**config.mk**
```make
export PLATFORM = sky130hd
export DESIGN_NAME = wb_reg_bank
export DESIGN_NICKNAME = d
export VERILOG_FILES = /design/src/rtl/wb_reg_bank_pkg.sv /design/src/rtl/wb_reg_bank_cell.sv /design/src/rtl/wb_reg_bank.sv
export SDC_FILE = /design/constraint.sdc
export NUM_CORES = 1
export LEC_CHECK = 0
export ABC_AREA = 1
export BUFFER_PORTS_ARGS = -buffer_cell sky130_fd_sc_hd__buf_2
export CORE_AREA = 2 2 53 55
export CTS_CLUSTER_DIAMETER = 50
export DETAILED_ROUTE_END_ITERATION = 10
export DIE_AREA = 0 0 55 57
export PLACE_DENSITY = 0.93
export SKIP_CTS_REPAIR_TIMING = 1
export SLEW_MARGIN = 20
export SYNTH_ARGS = -nofsm -noshare
export SYNTH_HDL_FRONTEND = slang
export SYNTH_SLANG_ARGS = --single-unit
```
**constraint.sdc**
```tcl
create_clock -name clock_i -period 1.8 [get_ports clock_i]
set_clock_uncertainty 0.1 [all_clocks]
set_input_delay 0.45 -clock clock_i [delete_from_list [all_inputs] [get_ports clock_i]]
set_output_delay 0.45 -clock clock_i [all_outputs]
set_load 0.02 [all_outputs]
```
**src/rtl/wb_reg_bank_pkg.sv**
```systemverilog
// -----------------------------------------------------------------------------
// wb_reg_bank_pkg
// Shared types, constants and helpers for the Wishbone control/status register
// bank.
//   - reg_bit_mode_t : access mode of a single register bit
//   - bit_width()    : bits needed to encode a value (minimum 1)
//   - reg_mask()     : flat one-hot mask used to build bank parameters
//   - CPU/VIDEO constants for the default two-register control block
// -----------------------------------------------------------------------------
package wb_reg_bank_pkg;

  typedef enum logic [1:0] {
    REG_BIT_RW,
    REG_BIT_RO,
    REG_BIT_W1C,
    REG_BIT_PULSE
  } reg_bit_mode_t;

  // Number of bits needed to hold 'value' (0 still needs one bit).
  function automatic int bit_width(input int value);
    int w;
    w = 1;
    while ((64'(1) << w) <= 64'(value)) w++;
    return w;
  endfunction

  // Geometry of the default CPU/VIDEO control block.
  localparam int REG_BANK_COUNT = 2;
  localparam int REG_DATA_WIDTH = 8;
  localparam int REG_FLAT_WIDTH = REG_BANK_COUNT * REG_DATA_WIDTH;
  localparam int REG_ADDR_WIDTH = bit_width(REG_BANK_COUNT - 1);

  // One-hot flat mask selecting bit 'bit_idx' of register 'reg_idx'.
  function automatic logic [REG_FLAT_WIDTH-1:0] reg_mask(input int reg_idx,
                                                         input int bit_idx);
    logic [REG_FLAT_WIDTH-1:0] m;
    m = '0;
    m[reg_idx*REG_DATA_WIDTH + bit_idx] = 1'b1;
    return m;
  endfunction

  // Classify one bit from its three mode-mask bits.
  function automatic reg_bit_mode_t bit_mode(input logic ro, input logic w1c,
                                             input logic pulse);
    if (ro)         return REG_BIT_RO;
    else if (w1c)   return REG_BIT_W1C;
    else if (pulse) return REG_BIT_PULSE;
    else            return REG_BIT_RW;
  endfunction

  // CPU/VIDEO register map.
  localparam int REG_CPU_IDX        = 0;
  localparam int REG_VIDEO_IDX      = 1;
  localparam int REG_CPU_READY_BIT  = 0;
  localparam int REG_CPU_RESET_BIT  = 1;  // CPU held in reset after power-up
  localparam int REG_VIDEO_MODE_BIT = 0;

  localparam logic [REG_FLAT_WIDTH-1:0] REG_BANK_RESET_VALUE =
    reg_mask(REG_CPU_IDX, REG_CPU_RESET_BIT);

endpackage

```
**src/rtl/wb_reg_bank_cell.sv**
```systemverilog
// -----------------------------------------------------------------------------
// wb_reg_bank_cell
// One DATA_WIDTH register with per-bit access modes.
// Ports:
//   clock_i, reset_n_i : clock, asynchronous active-low reset
//   wr_en_i            : write strobe for this register (accepted write)
//   wr_data_i          : write data
//   hw_event_i         : per-bit set pulses for W1C bits
//   hw_status_i        : live values for RO bits
//   rd_data_o          : value returned on a read (pre-write state)
//   reg_o              : output image (RW/W1C levels, PULSE pulses, RO live)
// -----------------------------------------------------------------------------
module wb_reg_bank_cell
  import wb_reg_bank_pkg::*;
#(
  parameter int                    DATA_WIDTH  = 8,
  parameter logic [DATA_WIDTH-1:0] RESET_VALUE = '0,
  parameter logic [DATA_WIDTH-1:0] RO_MASK     = '0,
  parameter logic [DATA_WIDTH-1:0] W1C_MASK    = '0,
  parameter logic [DATA_WIDTH-1:0] PULSE_MASK  = '0
) (
  input  logic                  clock_i,
  input  logic                  reset_n_i,
  input  logic                  wr_en_i,
  input  logic [DATA_WIDTH-1:0] wr_data_i,
  input  logic [DATA_WIDTH-1:0] hw_event_i,
  input  logic [DATA_WIDTH-1:0] hw_status_i,
  output logic [DATA_WIDTH-1:0] rd_data_o,
  output logic [DATA_WIDTH-1:0] reg_o
);

  localparam logic [DATA_WIDTH-1:0] RW_MASK   = ~(RO_MASK | W1C_MASK | PULSE_MASK);
  // RO bits are never stored and pulse bits always come up clear.
  localparam logic [DATA_WIDTH-1:0] RST_STORE = RESET_VALUE & ~RO_MASK & ~PULSE_MASK;

  logic [DATA_WIDTH-1:0] value_q, value_d;
  logic [DATA_WIDTH-1:0] wr_ones;

  // Bits being written with 1 in this cycle (zero when not written).
  assign wr_ones = wr_en_i ? wr_data_i : '0;

  always_comb begin
    value_d = '0;
    value_d = (RW_MASK    & (wr_en_i ? wr_data_i : value_q))
            // Event is OR-ed after the clear so a simultaneous set wins.
            | (W1C_MASK   & ((value_q & ~wr_ones) | hw_event_i))
            // Pulse bits hold for exactly the cycle after the write.
            | (PULSE_MASK & wr_ones);
  end

  always_ff @(posedge clock_i or negedge reset_n_i) begin
    if (!reset_n_i) value_q <= RST_STORE;
    else            value_q <= value_d;
  end

  assign rd_data_o = (RO_MASK & hw_status_i) | (~RO_MASK & ~PULSE_MASK & value_q);
  assign reg_o     = (RO_MASK & hw_status_i) | (~RO_MASK & value_q);

endmodule

```
**src/rtl/wb_reg_bank.sv**
```systemverilog
// -----------------------------------------------------------------------------
// wb_reg_bank
// Wishbone-pipelined slave register bank of REG_COUNT x DATA_WIDTH registers,
// each bit RW, RO (hardware status), W1C (sticky event) or PULSE.
// Ports:
//   clock_i, reset_n_i          : clock, asynchronous active-low reset
//   wb_addr_i, wb_data_i        : register index, write data
//   wb_we_i, wb_cycle_i,
//   wb_strobe_i                 : write enable, bus cycle, request valid
//   wb_data_o, wb_ack_o         : read data (0 outside ack), acknowledge
//   wb_stall_o                  : always 0
//   hw_status_i, hw_event_i     : RO live values, W1C set pulses (flat)
//   reg_o                       : flat register image
// -----------------------------------------------------------------------------
module wb_reg_bank
  import wb_reg_bank_pkg::*;
#(
  parameter int REG_COUNT  = 2,
  parameter int DATA_WIDTH = 8,
  parameter int ADDR_WIDTH = bit_width(REG_COUNT - 1),
  parameter logic [REG_COUNT*DATA_WIDTH-1:0] RESET_VALUE = '0,
  parameter logic [REG_COUNT*DATA_WIDTH-1:0] RO_MASK     = '0,
  parameter logic [REG_COUNT*DATA_WIDTH-1:0] W1C_MASK    = '0,
  parameter logic [REG_COUNT*DATA_WIDTH-1:0] PULSE_MASK  = '0
) (
  input  logic                            clock_i,
  input  logic                            reset_n_i,
  input  logic [ADDR_WIDTH-1:0]           wb_addr_i,
  input  logic [DATA_WIDTH-1:0]           wb_data_i,
  output logic [DATA_WIDTH-1:0]           wb_data_o,
  input  logic                            wb_we_i,
  input  logic                            wb_cycle_i,
  input  logic                            wb_strobe_i,
  output logic                            wb_stall_o,
  output logic                            wb_ack_o,
  input  logic [REG_COUNT*DATA_WIDTH-1:0] hw_status_i,
  input  logic [REG_COUNT*DATA_WIDTH-1:0] hw_event_i,
  output logic [REG_COUNT*DATA_WIDTH-1:0] reg_o
);

  // Elaboration-time parameter checks.
  if (REG_COUNT < 1) begin : g_bad_count
    $fatal(1, "wb_reg_bank: REG_COUNT must be >= 1");
  end
  if (((RO_MASK & W1C_MASK) | (RO_MASK & PULSE_MASK) | (W1C_MASK & PULSE_MASK)) != '0)
  begin : g_bad_masks
    $fatal(1, "wb_reg_bank: RO_MASK, W1C_MASK and PULSE_MASK overlap");
  end

  // Handshake: a request is accepted on every edge where wb_cycle_i and
  // wb_strobe_i are both 1 (stall is never raised). The write takes effect
  // at that edge and wb_ack_o is 1 for exactly the following cycle with the
  // read data, unless wb_cycle_i has dropped, which suppresses the ack.
  logic                  accept;
  logic                  ack_q, ack_d;
  logic [DATA_WIDTH-1:0] rdata_q, rdata_d;
  logic [DATA_WIDTH-1:0] cell_rd [REG_COUNT];
  logic [DATA_WIDTH-1:0] rd_sel;

  assign accept     = wb_cycle_i & wb_strobe_i;
  assign wb_stall_o = 1'b0;

  for (genvar i = 0; i < REG_COUNT; i++) begin : g_cell
    wb_reg_bank_cell #(
      .DATA_WIDTH  (DATA_WIDTH),
      .RESET_VALUE (RESET_VALUE[i*DATA_WIDTH +: DATA_WIDTH]),
      .RO_MASK     (RO_MASK[i*DATA_WIDTH +: DATA_WIDTH]),
      .W1C_MASK    (W1C_MASK[i*DATA_WIDTH +: DATA_WIDTH]),
      .PULSE_MASK  (PULSE_MASK[i*DATA_WIDTH +: DATA_WIDTH])
    ) u_cell (
      .clock_i     (clock_i),
      .reset_n_i   (reset_n_i),
      .wr_en_i     (accept & wb_we_i & (32'(wb_addr_i) == i)),
      .wr_data_i   (wb_data_i),
      .hw_event_i  (hw_event_i[i*DATA_WIDTH +: DATA_WIDTH]),
      .hw_status_i (hw_status_i[i*DATA_WIDTH +: DATA_WIDTH]),
      .rd_data_o   (cell_rd[i]),
      .reg_o       (reg_o[i*DATA_WIDTH +: DATA_WIDTH])
    );
  end

  // Out-of-range indices match no cell and therefore read as 0.
  always_comb begin
    rd_sel = '0;
    for (int i = 0; i < REG_COUNT; i++) begin
      if (32'(wb_addr_i) == i) rd_sel = cell_rd[i];
    end
  end

  always_comb begin
    ack_d   = accept;
    rdata_d = accept ? rd_sel : '0;
  end

  always_ff @(posedge clock_i or negedge reset_n_i) begin
    if (!reset_n_i) begin
      ack_q   <= 1'b0;
      rdata_q <= '0;
    end else begin
      ack_q   <= ack_d;
      rdata_q <= rdata_d;
    end
  end

  assign wb_ack_o  = ack_q & wb_cycle_i;
  assign wb_data_o = wb_ack_o ? rdata_q : '0;

endmodule

```
Word-level counts from Yosys, hierarchy flattened
Index checks and enable logic that the tools add are counted.

word-level totals
  register bits after elaboration = 25
  output and inout bits = 26
  logic and storage cells = 13

operators by class
  multiplexer cells = 3
  bitwise logic cells = 6

operators by type and width
  operator           count
  8-bit 2-to-1 mux   3
  1-bit bitwise AND  5
  1-bit inverter     1

Depth between registers and ports, before layout
Gate-level depths: netlist of run 1.

  depth after elaboration = 3
  mapped depth = 5
  gate-level depth less buffers = 4

By module
A second synthesis of run 1 with hierarchy kept.

unflattened totals
  cell total of the unflattened synthesis = 161
  area, all modules = 1,241.2 um2

modules (own cells, without submodules)
  module            instances  cells an instance  area an instance (um2)  seq. area each (um2)
  wb_reg_bank_cell  2          42                 365.4                   200.2
  wb_reg_bank       1          77                 510.5                   225.2

Least setup slack after synthesis of run 1
Ideal clock, no wire load.

  path type = input -> output
  start = input wb_cycle_i
  end = output wb_data_o[0]
  arrival time = 897 ps
  data required time = 1,250 ps
  setup slack = 353 ps
  cell stages on the path = 2
  path buffers = 0
  path through = nand2_1 -> nor2_1

on the way
  word-level cells in the longest chain between the ends = 2

ends and longest elaborated chain
  item               RTL line            source
  from (decl)        wb_reg_bank.sv:32   input logic wb_cycle_i,
  1-bit bitwise AND  wb_reg_bank.sv:105  assign wb_ack_o = ack_q & wb_cycle_i;
  8-bit 2-to-1 mux   wb_reg_bank.sv:106  assign wb_data_o = wb_ack_o ? rdata_q : '0;
  to (decl)          wb_reg_bank.sv:30   output logic [DATA_WIDTH-1:0] wb_data_o,

No other way between the ends.

Worst setup path in the final report of run 1
  start = register ack_q
  end = output wb_data_o[4]

on the way
  word-level cells in the longest chain between the ends = 2

ends and longest elaborated chain
  item                    RTL line            source
  from (decl)             wb_reg_bank.sv:55   logic ack_q, ack_d;
  from (signal assigned)  wb_reg_bank.sv:100  ack_q <= ack_d;
  1-bit bitwise AND       wb_reg_bank.sv:105
  8-bit 2-to-1 mux        wb_reg_bank.sv:106

No other way between the ends.

==> flow_summary.yaml, run 1 <==
run_status:
  result_of_the_run: "finished, violations left"
  violations: "negative hold slack"
critical_path:
  crit_path_max_fanout: 9
  worst_setup_ep_type: "output port"
  end_point_of_the_critical_path: "wb_data_o[4]"
  setup.worst_path.class: "register to output port"
  rrSetupSlack_ns: 0.98
  setup.worst_path.start_class: "register"
  timing.rr.start: "g_cell[1].u_cell.rd_data_o[2]"
  arrival_ns: 1.08
  reg2regPathDepth: 2
  reg2reg_to: "rdata_q[2]"
  critPathLaunch: "ack_q"
  worst-endpoint-required_ns: 1.25
floorplanning:
  fp.dieArea_sq_um: 3140
  core_region_area_sq_um: 2620
  floorplan.initialDensity_pct: 41.0
  placementRows: 19
  floorplan.io_pins: 72
  fp.dieH_um: 57
  die_w_um: 55
finish:
  antenna-diode-count: 0
  fillerInstances: 250
  areaGrowthSynthToFinish_pct: 22.4
  nets: 214
  layout_cells_sized_above_1_pct: 28.7
synth:
  yosys.area.top_type_share_pct: 58.3
  register_bit_count_reported_by_yosys: 25
  post_synth_design_cell_area_sq_um: 1070
  warning_count_from_the_yosys_run: 0
  synthArstFlopShare_pct: 100
  netlist-cell-type-count: 14
  synth-seq-area-share_pct: 58.3
  netlist.top_cell.by_area: "dfrtp_1"
  netlist_top_cells_area: "dfrtp_1 58%, nand2_1 17%, nand3_1 7.5%"
  synthFlopType: "dfrtp_1"
  synth_area_per_cell_sq_um: 8.38
  post_synth_inst_count: 128
  synth.net_count: 174
  synth_enable_flop_cells: 0
  synthMostInstantiatedCell: "nand2_1"
  synth_commonest_cells: "49 x nand2_1, 25 x dfrtp_1, 16 x nand3_1"
timing:
  postLayoutSetupSlackWorst_ns: 0.171
  finalCritPeriodShare_pct: 90.5
  max_freq_ghz: 0.614
  setup_total_negative_slack_ns: 0
  post_layout_minimum_cycle_time_ns: 1.63
  finalMaxSlewViolations: 0
  timing.final.hold_violations: 25
  timing.final.setup_violations: 0
  timing.slew.headroom_pct: 64.7
  worst_slew_pin_slew_ns: 0.529
  unrepaired_setup_endpoints_after_global_routing: "false"
  worst_hold_slack_ns: -0.0120
clock_network:
  cts.path.max_buffers: 2
  clock_input_transition_at_the_sequential_cells_of_the_worst_setup_and_hold_paths_ns: 0.13
  htree_num_levels: 1
  clk_latency_worst_skew_pair_ns: 0.32
  clkSinkCount: 25
  cts_root_buffer: "clkbuf_4"
  cts_tree: "yes"
  cts_inserted_buffers: 3
grt:
  globalRoute.totalOverflow: 0
  antenna_found_initial: 0
  grt_pass1_vias: 830
  grt_pass1_wl_mm: 3.52
  grt.total_usage_pct: 15.5
  grt_start_max_net_pins: 26
routing:
  final_antenna_net_count: 0
  drt_iter0_markers: 18
  firstDrtPassIters: 4
  drt-wirelength-per-cell_um: 11.8
  routed_wl_mm: 2.33
  num_vias: 940
  drt-vias-per-instance: 4.75
  drc_errors: 0
pwr:
  power.leakage_nw: 0.742
  pd_cells_nw_per_um2: 953
  power.ir.vdd_worst_mv: 0.406
place:
  hpwl_mm: 1.64
  pre_cts_slack_ns: 0.202
  gp_routability_congestion: 0.779
  placement.io_buffers: 38
worst_hold_path:
  hp-class: "input pin to asynchronous set/reset pin"
run:
  max_cap_violations: 0
-- logic make-up (layout without fill, tap and decap cells) --
group,Yosys count,count (layout),share of synthesized area [%]
buffers and inverters,17,56,7.35
AO/OA/AOI/OAI,8,8,3.73
AND/OR/NAND/NOR,77,77,30.2
flip-flops,25,25,58.3
other,1,1,0.350
-- metrics by stage --
stage	std cells	instance area, sq um	total power [mW]	util, %
floorplan	128	1070	0.892	-
global placement	194	1280	1.01	49.0
detailed placement	194	1280	1.02	49.0
CTS	198	1310	1.26	50.1
global route	198	1310	1.31	50.2
finish	198	1310	1.25	50.2
-- placed cells by master, fill, tap and decap left out, drive strengths merged --
cell type / n
nand2: 50
buf: 40
dfrtp: 25
nand3: 16
inv: 12
nor2: 9
a21oi: 8
clkbuf: 3
nand4: 2
conb: 1
clkinv: 1
-- power by group --
group	switching [mW]	internal, mW
sequential	0.0559	0.640
combinational	0.208	0.102
clock	0.161	0.0832
total	0.425	0.825
-- worst min-delay path by stage --
stage	slack, ns	endpoint	start
after floorplan	0.05	ack_q	reset_n_i
after global placement	0.35	rdata_q[7]	reset_n_i
after detailed placement	0.35	ack_q	reset_n_i
after CTS	-0.008	rdata_q[2]	reset_n_i
after global routing	0.01	g_cell[1].u_cell.rd_data_o[2]	reset_n_i
final	-0.01	rdata_q[2]	reset_n_i
-- sequential cells by signal (all words and copies together), names as in the netlist --
name                     count
g_cell.u_cell.rd_data_o     16
rdata_q                      8
ack_q                        1
-- layout make-up --
type	instances	area [sq um]	share of cell area [%]
Sequential cell	25	626	47.7
Tap cell	31	38.8	2.96
Clock buffer	3	22.5	1.72
Clock inverter	1	5.00	0.381
Timing Repair Buffer	40	205	15.6
Inverter	12	45.0	3.43
Multi-Input combinational cell	86	370	28.2
-- critical path, cell delays in order (launching register included) --
cell	delay, ns
dfrtp_1	0.41
nand2_2	0.15
nor2_1	0.05
buf_2	0.15
-- routing by layer --
| layer | vias up | share of wire (%) | global-route usage (%) |
|---|---|---|---|
| met3 | 4 | 6.1 | 2.09 |
| met4 | 0 | 2.2 | 8.36 |
| met5 | - | 0 | 0 |
| li1 | 476 | - | - |
| met2 | 36 | 52 | 26.5 |
| met1 | 424 | 39 | 18.2 |
(Power assumes the default switching activity.)
==> run 2: changes to the inputs <==
--- a/config.mk
+++ b/config.mk
@@ -7,11 +7,11 @@
 export LEC_CHECK = 0
 export ABC_AREA = 1
 export BUFFER_PORTS_ARGS = -buffer_cell sky130_fd_sc_hd__buf_2
-export CORE_AREA = 2 2 53 55
+export CORE_AREA = 2 2 59 61
 export CTS_CLUSTER_DIAMETER = 50
 export DETAILED_ROUTE_END_ITERATION = 10
-export DIE_AREA = 0 0 55 57
-export PLACE_DENSITY = 0.93
+export DIE_AREA = 0 0 61 63
+export PLACE_DENSITY = 0.67
 export SKIP_CTS_REPAIR_TIMING = 1
 export SLEW_MARGIN = 20
 export SYNTH_ARGS = -nofsm -noshare
==> flow_summary.yaml, run 2 (same netlist as run 1, synthesis figures left out) <==
run_status:
  result_of_the_run: "finished clean"
finish:
  nets: 214
  fillerInstances: 344
  layout_cells_sized_above_1_pct: 28.1
  multi_input_comb_area_sq_um: 370
  layout_common_cells: "48 x nand2_1, 38 x buf_2, 25 x dfrtp_1"
  areaGrowthSynthToFinish_pct: 24.0
  mostFrequentLayoutCell: "nand2_1"
  antenna-diode-count: 0
  seq_area_sq_um: 626
  largest_register_ff_count: 16
place:
  gp_routability_congestion: 0.710
  hpwl_mm: 1.68
  pre_cts_slack_ns: 0.160
  placement.io_buffers: 38
timing:
  finalMaxSlewViolations: 0
  timing.final.hold_violations: 0
  finalCritPeriodShare_pct: 88.8
  timing.final.setup_violations: 0
  unrepaired_setup_endpoints_after_global_routing: "false"
  postLayoutSetupSlackWorst_ns: 0.202
  post_layout_minimum_cycle_time_ns: 1.60
  setup_total_negative_slack_ns: 0
  timing.slew.headroom_pct: 64.4
  max_freq_ghz: 0.626
  worst_slew_pin_slew_ns: 0.533
critical_path:
  setup.worst_path.class: "register to output port"
  worst-endpoint-required_ns: 1.25
  reg2regPathDepth: 2
  reg2reg_to: "rdata_q[4]"
  critPathLaunch: "ack_q"
  timing.rr.start: "g_cell[1].u_cell.rd_data_o[4]"
  worst_setup_ep_type: "output port"
  rrSetupSlack_ns: 0.99
  crit_path_max_fanout: 9
  end_point_of_the_critical_path: "wb_data_o[7]"
  arrival_ns: 1.05
  setup.worst_path.start_class: "register"
floorplanning:
  fp.dieH_um: 63
  die_w_um: 61
  placementRows: 21
  floorplan.initialDensity_pct: 33.2
  fp.dieArea_sq_um: 3840
  core_region_area_sq_um: 3230
  floorplan.io_pins: 72
routing:
  routed_wl_mm: 2.36
  drt_iter0_markers: 18
  firstDrtPassIters: 4
  drc_errors: 0
  drt-vias-per-instance: 4.27
  final_antenna_net_count: 0
  drt-wirelength-per-cell_um: 11.1
  num_vias: 910
clock_network:
  clk_latency_worst_skew_pair_ns: 0.30
  clkSinkCount: 25
  cts_tree: "yes"
  htree_num_levels: 1
  cts_root_buffer: "clkbuf_4"
  cts_inserted_buffers: 3
  clock_input_transition_at_the_sequential_cells_of_the_worst_setup_and_hold_paths_ns: 0.12
  cts.path.max_buffers: 2
pwr:
  power.ir.vdd_worst_mv: 0.518
  pd_cells_nw_per_um2: 933
  power.leakage_nw: 0.739
run:
  max_cap_violations: 0
worst_hold_path:
  hp-class: "input pin to asynchronous set/reset pin"
grt:
  grt_pass1_vias: 836
  grt.total_usage_pct: 13.9
  grt_start_max_net_pins: 26
  grt_pass1_wl_mm: 3.99
  globalRoute.totalOverflow: 0
  antenna_found_initial: 0
[run 2: cell type report]
type / instances / share of cell area (%)
Tap cell: 46 / 4.33
Clock buffer: 4 / 1.98
Sequential cell: 25 / 47.0
Inverter: 12 / 3.39
Timing Repair Buffer: 40 / 15.4
Multi-Input combinational cell: 86 / 27.8
[run 2: per-stage QoR]
stage | total power [mW] | hold WS (ns) | utilization (%) | instance area, sq um | instances
final | 1.24 | 0.00411 | 41.2 | 1330 | 213
after global routing | 1.33 | 0.0215 | 41.2 | 1330 | 213
after CTS | 1.26 | 0.0138 | 41.1 | 1330 | 213
after detailed placement | 1.02 | 0.364 | 40.3 | 1300 | 209
after global placement | 1.02 | 0.363 | 40.3 | 1300 | 209
after floorplan | 0.892 | 0.0544 | - | 1070 | 128
[run 2: routing by layer]
layer  wire length [um]  GRT usage, %
met2               1110          20.8
met4                 18          4.62
met3                157          2.48
met1               1080          19.9
met5                  0             0
[run 2: how the worst min path moves through the flow]
stage                                                to  slack (ns)  cells past startpoint
final                     g_cell[1].u_cell.rd_data_o[4]       0.004                      1
after global routing      g_cell[0].u_cell.rd_data_o[5]        0.02                      1
after CTS                 g_cell[1].u_cell.rd_data_o[4]        0.01                      1
after detailed placement  g_cell[1].u_cell.rd_data_o[4]        0.36                      1
after global placement    g_cell[0].u_cell.rd_data_o[4]        0.36                      1
after floorplan                                   ack_q        0.05                      0
[run 2: worst max-delay path: stages (launching register included)]
cell and delay [ns]:
dfrtp_1 0.39, nand2_2 0.15, nor2_1 0.06, buf_2 0.15
[run 2: power by group]
part / total (mW) / leakage [nW] / switching, mW / internal [mW]
combinational: 0.310 / 0.401 / 0.208 / 0.103
sequential: 0.695 / 0.324 / 0.0546 / 0.640
clock: 0.236 / 0.0150 / 0.150 / 0.0863
==> run 3: changes to the inputs <==
--- a/config.mk
+++ b/config.mk
@@ -11,7 +11,7 @@
 export CTS_CLUSTER_DIAMETER = 50
 export DETAILED_ROUTE_END_ITERATION = 10
 export DIE_AREA = 0 0 61 63
-export PLACE_DENSITY = 0.67
+export PLACE_DENSITY = 0.69
 export SKIP_CTS_REPAIR_TIMING = 1
 export SLEW_MARGIN = 20
 export SYNTH_ARGS = -nofsm -noshare
==> constraint.sdc (replaced) <==
create_clock -name clock_i -period 1.3 [get_ports clock_i]
set_clock_uncertainty 0.1 [all_clocks]
set_input_delay 0.325 -clock clock_i [delete_from_list [all_inputs] [get_ports clock_i]]
set_output_delay 0.325 -clock clock_i [all_outputs]
set_load 0.02 [all_outputs]
==> flow_summary.yaml, run 3 (same netlist as run 1, synthesis figures left out) <==
critical_path:
  rrSetupSlack_ns: 0.38
  crit_path_max_fanout: 9
  worst_setup_ep_type: "output port"
  setup.worst_path.class: "register to output port"
  reg2regPathDepth: 3
  arrival_ns: 1.04
  worst-endpoint-required_ns: 0.88
  timing.rr.start: "g_cell[1].u_cell.rd_data_o[2]"
  reg2reg_to: "rdata_q[2]"
  setup.worst_path.start_class: "register"
routing:
  drc_errors: 0
  drt-wirelength-per-cell_um: 11.7
  drt-vias-per-instance: 4.43
  drt_iter0_markers: 21
  final_antenna_net_count: 0
  firstDrtPassIters: 4
  num_vias: 1006
  routed_wl_mm: 2.65
worst_hold_path:
  hold_path_depth: 3
  holdPathEnd: "g_cell[1].u_cell.rd_data_o[2]"
  hold_path_startpoint: "wb_data_i[2]"
  hp-class: "input pin to register"
place:
  dpl_cell_area_sq_um: 1360
  hpwl_mm: 1.74
  placed_cells_incl_taps: 215
  pre_cts_slack_ns: -0.0192
  gp_routability_congestion: 0.780
  placement.io_buffers: 38
floorplanning:
  fp.dieArea_sq_um: 3840
  floorplan.initialDensity_pct: 33.2
  floorplan.io_pins: 72
  die_w_um: 61
  fp.dieH_um: 63
  placementRows: 21
  core_region_area_sq_um: 3230
clock_network:
  cts_tree: "yes"
  cts_root_buffer: "clkbuf_4"
  clock_input_transition_at_the_sequential_cells_of_the_worst_setup_and_hold_paths_ns: 0.13
  cts.path.max_buffers: 2
  clk_latency_worst_skew_pair_ns: 0.31
  clkSinkCount: 25
  cts_inserted_buffers: 3
  htree_num_levels: 1
grt:
  grt_start_max_net_pins: 26
  globalRoute.totalOverflow: 0
  antenna_found_initial: 0
  grt_pass1_wl_mm: 3.78
  grt_pass1_vias: 863
  grt.total_usage_pct: 13.1
timing:
  timing.final.setup_violations: 18
  finalMaxSlewViolations: 0
  unrepaired_setup_endpoints_after_global_routing: "true"
  setup_total_negative_slack_ns: -1.49
  postLayoutSetupSlackWorst_ns: -0.169
  worst_hold_slack_ns: 0.156
  max_freq_ghz: 0.681
  worst_slew_pin_slew_ns: 0.548
  finalCritPeriodShare_pct: 113
  timing.slew.headroom_pct: 63.5
  post_layout_minimum_cycle_time_ns: 1.47
  timing.final.hold_violations: 0
finish:
  final_core_area_utilization_pct: 49.4
  nets: 228
  design_area_sq_um: 1600
  largest_register_ff_count: 16
  fillerInstances: 310
  layout_cells_sized_above_1_pct: 35.4
  mostFrequentLayoutCell: "nand2_1"
  areaGrowthSynthToFinish_pct: 48.8
  final_cells: 227
  antenna-diode-count: 0
  layout_common_cells: "48 x nand2_1, 25 x dfrtp_1, 19 x buf_6, 19 x buf_4, 16 x nand3_1"
run:
  max_cap_violations: 0
run_status:
  result_of_the_run: "finished, violations left"
  violations: "negative setup slack"
pwr:
  power.ir.vdd_worst_mv: 0.317
  pd_cells_nw_per_um2: 1230
  power.total_mw: 1.96
  power.leakage_nw: 0.845
==> run 3: changes by cell type in the layout (fill, tap and decap cells not counted), sizes merged <==
cell and change:
dlygate4sd3 +1, clkbuf -1, clkinv +1, buf +13
==> run 3: worst max-delay path by stage <==
stage | start | to | slack, ns
3_3_place_gp | wb_cycle_i | wb_data_o[6] | -0.03
4_1_cts | ack_q | wb_data_o[5] | -0.28
3_5_place_dp | wb_cycle_i | wb_data_o[5] | -0.02
5_1_grt | ack_q | wb_data_o[2] | -0.23
2_1_floorplan | wb_cycle_i | wb_data_o[0] | 0.10
6_report | ack_q | wb_data_o[4] | -0.17
==> run 3: per-layer routing <==
metal / part of all wire [%] / global-route usage (%) / vias to the layer above
met5: 0 / 0 / -
met4: 1.0 / 6.79 / 0
met3: 3.0 / 1.66 / 2
met2: 52 / 20.8 / 26
met1: 44 / 17.0 / 473
li1: - / - / 505
==> run 3: final cells by class <==
| cell class | instances | area (sq um) | share of cell area (%) |
|---|---|---|---|
| clock inverters | 1 | 5.00 | 0.314 |
| flip-flops and latches | 25 | 626 | 39.2 |
| repair buffers | 54 | 457 | 28.6 |
| clock buffers | 3 | 22.5 | 1.41 |
| inverters | 12 | 45.0 | 2.82 |
| multi-input cells | 86 | 383 | 24.0 |
| well taps | 46 | 57.6 | 3.61 |
==> run 3: report_power, final <==
part | internal [mW] | switching (mW)
clock | 0.115 | 0.217
combinational | 0.316 | 0.324
sequential | 0.886 | 0.0981
==> run 3: critical path, cell delays in order, from the launching register on <==
cell and delay [ns]:
dfrtp_1 0.42, nand2_4 0.12, nor2_1 0.05, buf_4 0.15
